`src/rtl/ps2_pkg.sv`:
```
`timescale 1ns/1ps
`default_nettype none
// ============================================================================
// Module   : ps2_pkg
// Brief    : Shared types and Set-2 scan-code constants for the PS/2 decoder.
// Revision : 1.0 - initial release
// ============================================================================
package ps2_pkg;

    localparam int KEY_W = 9;

    localparam logic [7:0] PS2_EXT   = 8'hE0;
    localparam logic [7:0] PS2_BRK   = 8'hF0;
    localparam logic [7:0] PS2_PAUSE = 8'hE1;

    localparam logic [KEY_W-1:0] KEY_SPACE = 9'h029;

    typedef enum logic [1:0] {
        IDLE   = 2'd0,
        DATA   = 2'd1,
        PARITY = 2'd2,
        STOP   = 2'd3
    } rx_state_t;

    // Keyboard housekeeping replies (BAT, echo, ack, resend, error) carry no key.
    function automatic logic is_drop_code(input logic [7:0] b);
        return (b == 8'h00) || (b == 8'hAA) || (b == 8'hEE) ||
               (b == 8'hFA) || (b == 8'hFE) || (b == 8'hFF);
    endfunction

endpackage
`default_nettype wire

```
`src/rtl/ps2_frame_rx.sv`:
```
`timescale 1ns/1ps
`default_nettype none
// ============================================================================
// Module   : ps2_frame_rx
// Brief    : PS/2 line synchronizer, clock filter and 11-bit frame receiver.
//            Optional idle-timeout abort enabled by macro PS2_TIMEOUT_EN.
// Revision : 1.0 - initial release
// ============================================================================
module ps2_frame_rx
    import ps2_pkg::*;
#(
    parameter int FILTER_LEN     = 8,
    parameter int TIMEOUT_CYCLES = 250000
) (
    input  logic       pclk,
    input  logic       rst_n,
    input  logic       ps2_clk,
    input  logic       ps2_data,
    output logic [7:0] rx_byte,
    output logic       byte_rdy,
    output logic       err
);

    localparam int c_FW = $clog2(FILTER_LEN + 1);

    logic [1:0]      r_clk_sync;
    logic [1:0]      r_dat_sync;
    logic            r_filt;
    logic            r_filt_d;
    logic [c_FW-1:0] r_flt_cnt;
    logic            w_sample;
    logic            w_data;
    logic            w_timeout;

    rx_state_t r_state;
    rx_state_t w_state_nxt;
    logic [2:0] r_bit_cnt;
    logic [7:0] r_shift;
    logic       r_par;
    logic [7:0] r_byte;
    logic       r_byte_rdy;
    logic       r_err;
    logic       w_frame_end;
    logic       w_good;
    logic       w_bad;

    always_ff @(posedge pclk or negedge rst_n) begin
        if (!rst_n) begin
            r_clk_sync <= 2'b11;
            r_dat_sync <= 2'b11;
        end else begin
            r_clk_sync <= {r_clk_sync[0], ps2_clk};
            r_dat_sync <= {r_dat_sync[0], ps2_data};
        end
    end

    // The filtered level follows the line only after a full run of opposite samples.
    always_ff @(posedge pclk or negedge rst_n) begin
        if (!rst_n) begin
            r_filt    <= 1'b1;
            r_filt_d  <= 1'b1;
            r_flt_cnt <= '0;
        end else begin
            r_filt_d <= r_filt;
            if (r_clk_sync[1] == r_filt) begin
                r_flt_cnt <= '0;
            end else if (r_flt_cnt == c_FW'(FILTER_LEN - 1)) begin
                r_filt    <= r_clk_sync[1];
                r_flt_cnt <= '0;
            end else begin
                r_flt_cnt <= r_flt_cnt + c_FW'(1);
            end
        end
    end

    assign w_sample = r_filt_d & ~r_filt;
    assign w_data   = r_dat_sync[1];

`ifdef PS2_TIMEOUT_EN
    localparam int c_TW = $clog2(TIMEOUT_CYCLES + 1);

    logic [c_TW-1:0] r_idle_cnt;

    always_ff @(posedge pclk or negedge rst_n) begin
        if (!rst_n) begin
            r_idle_cnt <= '0;
        end else if (w_sample || (r_state == IDLE)) begin
            r_idle_cnt <= '0;
        end else if (r_idle_cnt != c_TW'(TIMEOUT_CYCLES)) begin
            r_idle_cnt <= r_idle_cnt + c_TW'(1);
        end
    end

    assign w_timeout = (r_state != IDLE) && !w_sample &&
                       (r_idle_cnt == c_TW'(TIMEOUT_CYCLES - 1));
`else
    // Timeout logic compiled out; the comparison is a compile-time false.
    assign w_timeout = (TIMEOUT_CYCLES < 0);
`endif

    always_ff @(posedge pclk or negedge rst_n) begin
        if (!rst_n) begin
            r_state <= IDLE;
        end else begin
            r_state <= w_state_nxt;
        end
    end

    always_comb begin
        w_state_nxt = r_state;
        if (w_timeout) begin
            w_state_nxt = IDLE;
        end else if (w_sample) begin
            unique case (r_state)
                IDLE:    if (!w_data) w_state_nxt = DATA;
                DATA:    if (r_bit_cnt == 3'd7) w_state_nxt = PARITY;
                PARITY:  w_state_nxt = STOP;
                STOP:    w_state_nxt = IDLE;
            endcase
        end
    end

    // Odd parity over data + parity bit, stop bit must be high.
    always_comb begin
        w_frame_end = w_sample && (r_state == STOP);
        w_good      = w_frame_end && w_data && (^{r_shift, r_par});
        w_bad       = (w_frame_end && !(w_data && (^{r_shift, r_par}))) || w_timeout;
    end

    always_ff @(posedge pclk or negedge rst_n) begin
        if (!rst_n) begin
            r_bit_cnt  <= '0;
            r_shift    <= '0;
            r_par      <= 1'b0;
            r_byte     <= '0;
            r_byte_rdy <= 1'b0;
            r_err      <= 1'b0;
        end else begin
            r_byte_rdy <= w_good;
            r_err      <= w_bad;
            if (w_good) begin
                r_byte <= r_shift;
            end
            if (w_sample && !w_timeout) begin
                if (r_state == IDLE) begin
                    r_bit_cnt <= '0;
                end else if (r_state == DATA) begin
                    r_shift   <= {w_data, r_shift[7:1]};
                    r_bit_cnt <= r_bit_cnt + 3'd1;
                end else if (r_state == PARITY) begin
                    r_par <= w_data;
                end
            end
        end
    end

    assign rx_byte  = r_byte;
    assign byte_rdy = r_byte_rdy;
    assign err      = r_err;

endmodule
`default_nettype wire

```
`src/rtl/ps2_key_decoder.sv`:
```
`timescale 1ns/1ps
`default_nettype none
// ============================================================================
// Module   : ps2_key_decoder
// Brief    : Set-2 scan-code decoder with E0/F0/E1 prefix handling and a
//            512-entry key-state vector. Optional timeout via PS2_TIMEOUT_EN.
// Revision : 1.0 - initial release
// ============================================================================
module ps2_key_decoder
    import ps2_pkg::*;
#(
    parameter int FILTER_LEN     = 8,
    parameter int TIMEOUT_CYCLES = 250000,
    parameter int SKIP_BYTES     = 7
) (
    input  logic             pclk,
    input  logic             rst_n,
    input  logic             ps2_clk,
    input  logic             ps2_data,
    output logic [511:0]     key_down,
    output logic [KEY_W-1:0] last_change,
    output logic             key_valid,
    output logic             frame_err
);

    localparam int c_SW = $clog2(SKIP_BYTES + 1);

    logic [7:0]       w_rx_byte;
    logic             w_byte_rdy;
    logic             w_rx_err;

    logic [511:0]     r_key_down;
    logic [KEY_W-1:0] r_last_change;
    logic             r_key_valid;
    logic             r_frame_err;
    logic             r_ext;
    logic             r_brk;
    logic [c_SW-1:0]  r_skip;

    ps2_frame_rx #(
        .FILTER_LEN     (FILTER_LEN),
        .TIMEOUT_CYCLES (TIMEOUT_CYCLES)
    ) u_frame_rx (
        .pclk     (pclk),
        .rst_n    (rst_n),
        .ps2_clk  (ps2_clk),
        .ps2_data (ps2_data),
        .rx_byte  (w_rx_byte),
        .byte_rdy (w_byte_rdy),
        .err      (w_rx_err)
    );

    always_ff @(posedge pclk or negedge rst_n) begin
        if (!rst_n) begin
            r_key_down    <= '0;
            r_last_change <= '0;
            r_key_valid   <= 1'b0;
            r_frame_err   <= 1'b0;
            r_ext         <= 1'b0;
            r_brk         <= 1'b0;
            r_skip        <= '0;
        end else begin
            r_key_valid <= 1'b0;
            r_frame_err <= w_rx_err;
            if (w_rx_err) begin
                // A corrupted frame may have been the key byte, so stale prefixes are dropped.
                r_ext <= 1'b0;
                r_brk <= 1'b0;
            end else if (w_byte_rdy) begin
                if (r_skip != '0) begin
                    r_skip <= r_skip - c_SW'(1);
                end else if (w_rx_byte == PS2_PAUSE) begin
                    r_skip <= c_SW'(SKIP_BYTES);
                end else if (w_rx_byte == PS2_EXT) begin
                    r_ext <= 1'b1;
                end else if (w_rx_byte == PS2_BRK) begin
                    r_brk <= 1'b1;
                end else if (!is_drop_code(w_rx_byte)) begin
                    r_key_down[{r_ext, w_rx_byte}] <= ~r_brk;
                    r_last_change <= {r_ext, w_rx_byte};
                    r_key_valid   <= 1'b1;
                    r_ext         <= 1'b0;
                    r_brk         <= 1'b0;
                end
            end
        end
    end

    assign key_down    = r_key_down;
    assign last_change = r_last_change;
    assign key_valid   = r_key_valid;
    assign frame_err   = r_frame_err;

endmodule
`default_nettype wire

```
`config.mk`:
```
export PLATFORM = sky130hd
export DESIGN_NAME = ps2_key_decoder
export DESIGN_NICKNAME = d
export VERILOG_FILES = /design/src/rtl/ps2_pkg.sv /design/src/rtl/ps2_frame_rx.sv /design/src/rtl/ps2_key_decoder.sv
export SDC_FILE = /design/constraint.sdc
export NUM_CORES = 1
export LEC_CHECK = 0
export BUFFER_PORTS_ARGS = -buffer_cell sky130_fd_sc_hd__buf_4
export CORE_MARGIN = 5
export CORE_UTILIZATION = 58
export CTS_CLUSTER_DIAMETER = 60
export DETAILED_ROUTE_END_ITERATION = 6
export GPL_TIMING_DRIVEN = 0
export PLACE_DENSITY = 0.88
export SETUP_SLACK_MARGIN = 0.1
export SYNTH_ARGS = -nofsm -noshare
export SYNTH_HDL_FRONTEND = slang
export SYNTH_HIERARCHICAL = 1
export SYNTH_SLANG_ARGS = --single-unit
```
`constraint.sdc`:
```
create_clock -name pclk -period 4.05 [get_ports pclk]
set_clock_uncertainty 0.05 [all_clocks]
set_input_delay 0.2025 -clock pclk [delete_from_list [all_inputs] [get_ports pclk]]
set_output_delay 0.2025 -clock pclk [all_outputs]
set_load 0.005 [all_outputs]
```
==> results.txt <==
Status -> finished clean
Num CTS Buffers -> 55
Mapped Avg Cell Area -> 11.4 sq um
RR Endpoint -> key_down[507]$_DFFE_PN0P_
Number of synthesized flops with an enable pin -> 0
Placed cell area -> 27700 sq um
Path type of the worst setup path -> reg2reg
Buf+Inv Stages, Crit Path -> 3
Largest net degree at the start of global routing -> 137
Worst-path cell with the longest stage delay -> clkbuf_1
Layout area overhead -> 29.0%
Setup TNS -> 0 ps
Maximum vdd ir drop -> 0.332 mV
TritonCTS clock tree -> built
CTS Buffer Depth -> 3
DR vias -> 22153
Initial Util -> 0.583
Net Count, Synth -> 2037
Synth Warn # -> 6
DR vias/cell -> 6.96
CP startpoint -> r_skip[0]$_DFFE_PN0P_
I/O pin total -> 527
Most frequent cells in the layout -> dfrtp_1 (556), buf_4 (525), o31ai_1 (468)
Final ANT Viol Nets -> 0
Clock slew at reported path FFs -> 60 ps
Clock Root Buffer -> clkbuf_16
CP cell instances -> inv_1, ha_1, and4bb_2, and3_1, buf_2, nand3_1, clkbuf_1, o21ai_1, o31ai_1
Crit Path Max Fanout -> 10
Placer congestion estimate -> 0.934
Worst-margin pin slew -> 1250 ps
Max-cap violations -> 0
Crit start category -> flop
PwrDens -> 388 nW/um^2
Crit path max-delay family -> buffers and inverters
Cells after Synth -> 2024
# Post-CTS Setup Buffers -> 0
Slew Limit Fails -> 0
First-pass GRT wire length -> 142 mm
Fin. Hold Viols -> 0
Critical path's largest stage delay -> 980 ps
Placed cell count -> 3079
Setup ws final -> 761 ps
Core area -> 39500 sq um
Reg2Reg Depth -> 9
Clock latency on the worst-skew pair -> 620 ps
Top_reg_cell synth -> dfrtp_1
Final Non-Filler Cells -> 3181
Worst Hold Class -> in2async
Clk sinks -> 562
Detail Placement HPWL -> 64.6 mm
I/O Buffers -> 526
Asr flop ratio synth -> 1.00
Cell area after layout -> 29700 sq um
Final period util -> 0.812
N_diodes -> 0
GRT Total Usage -> 0.429
Reg2reg start -> r_skip[0]$_DFFE_PN0P_
Total leakage power -> 13.9 nW
Crit end category -> flop
Chip width -> 209 microns
Avg WL per Cell -> 30.6 microns
Vias in the first global route -> 22196
DIE HEIGHT -> 209 microns
Worst slack at placement -> 1060 ps
Crit path to -> key_down[507]$_DFFE_PN0P_
Crit path depth -> 9
Total wire length -> 97.4 mm
RSZ-0062 raised after global routing -> false
Commonest non-fill, non-tap cell in the layout -> dfrtp_1
Top achievable clock speed -> 304 MHz
Layout net count -> 2627
Sequential share of the synthesized area -> 0.612
H-tree depth -> 2
Cell row count -> 73
Fin crit period -> 3290 ps
Final setup fails -> 0
Slew HR -> 0.166
DRC -> 0
Initial antenna violation count -> 1
Cell Area, Synth -> 23000 sq um
Worst EP arrival -> 3730 ps
Number of iterations in the first detailed-routing pass -> 6
Data required, critical path -> 4490 ps
FF+latch count, synth -> 562
Initial drt markers -> 3563
Hold Slack -> 167 ps
Die area -> 43700 sq um
Layout cells sized above 1 -> 0.277
R2r setup slk -> 760 ps
GR Overflow Total -> 0
Post-synth cell types -> 54
[through the flow]
stage	power, W	util
after detailed placement	0.00613	0.702
after global placement	0.00610	0.699
after floorplan	0.00596	-
after global routing	0.0117	0.752
final	0.0115	0.752
after CTS	0.0115	0.752
[metal layers]
layer / GRT usage / share of wire / vias to the layer above
met5: 0 / 0.00013 / -
met4: 0.268 / 0.075 / 2
li1: - / - / 8747
met3: 0.167 / 0.15 / 524
met1: 0.521 / 0.33 / 10722
met2: 0.649 / 0.45 / 2158
[cells in the mapped netlist, types with 9 or more instances]
master,count,area (sq um)
xnor2_1,9,78.8
nand2_1,47,176
ha_1,9,113
nand3_1,9,45.0
o31ai_2,26,325
buf_2,15,75.1
mux2_4,9,135
mux2_2,18,203
nor2_1,11,41.3
o31ai_1,468,3510
inv_1,10,37.5
nor2b_1,9,56.3
clkbuf_1,251,942
o21ai_2,24,210
dfrtp_1,556,13900
o21ai_1,97,485
o21ai_0,382,1910
[how the worst min path moves through the flow]
stage	startpoint	end	slack, ps	cells after the start
final	rst_n	u_frame_rx/r_flt_cnt[1]$_DFF_PN0_	170	2
after detailed placement	rst_n	u_frame_rx/r_flt_cnt[0]$_DFF_PN0_	240	1
after global routing	ps2_data	u_frame_rx/r_dat_sync[0]$_DFF_PN1_	220	2
after global placement	ps2_clk	u_frame_rx/r_clk_sync[0]$_DFF_PN1_	260	1
after floorplan	rst_n	frame_err$_DFF_PN0_	-140	0
after CTS	rst_n	key_down[386]$_DFFE_PN0P_	180	2
[cells by family (layout without fill, tap and decap cells)]
family	count (synthesis)	after routing	share of synthesized area
buffers and inverters	288	920	0.0500
adders and majority gates	9	9	0.00490
and+or+nand+nor	112	112	0.0262
muxes	28	28	0.0157
xor gates and xnor gates	11	11	0.00452
AOI/OAI and AO/OA	1014	1014	0.287
DFF	562	562	0.612
[flip-flops by register name, indices dropped and copies added (netlist names)]
register / cells
frame_err: 1
key_down: 512
key_valid: 1
last_change: 9
r_brk: 1
r_ext: 1
r_skip: 3
u_frame_rx/byte_rdy: 1
u_frame_rx/err: 1
u_frame_rx/r_bit_cnt: 3
u_frame_rx/r_clk_sync: 2
u_frame_rx/r_dat_sync: 2
u_frame_rx/r_filt: 1
u_frame_rx/r_filt_d: 1
u_frame_rx/r_flt_cnt: 4
u_frame_rx/r_par: 1
u_frame_rx/r_shift: 8
u_frame_rx/r_state: 2
u_frame_rx/rx_byte: 8
[power breakdown]
group | internal, W | switching (W)
combinational | 0.000104 | 0.000226
clock | 0.00321 | 0.00227
sequential | 0.00566 | 0.0000383
[area by class of cell]
type / instances / area (sq um)
flip-flops and latches: 562 / 14100
fillers: 2604 / 9800
multi-input cells: 1174 / 7770
repair buffers: 533 / 4100
clock buffers: 76 / 1570
plain buffers: 278 / 1110
well taps: 525 / 657
clock inverters: 23 / 342
inverters: 10 / 37.5
[timing repair]
action / in CTS / in global routing
hold buffers: 3 / 0
endpoints found under the hold margin: 92 / 0
gates resized for setup: 0 / 0
Power figures use the tool's default switching activity.
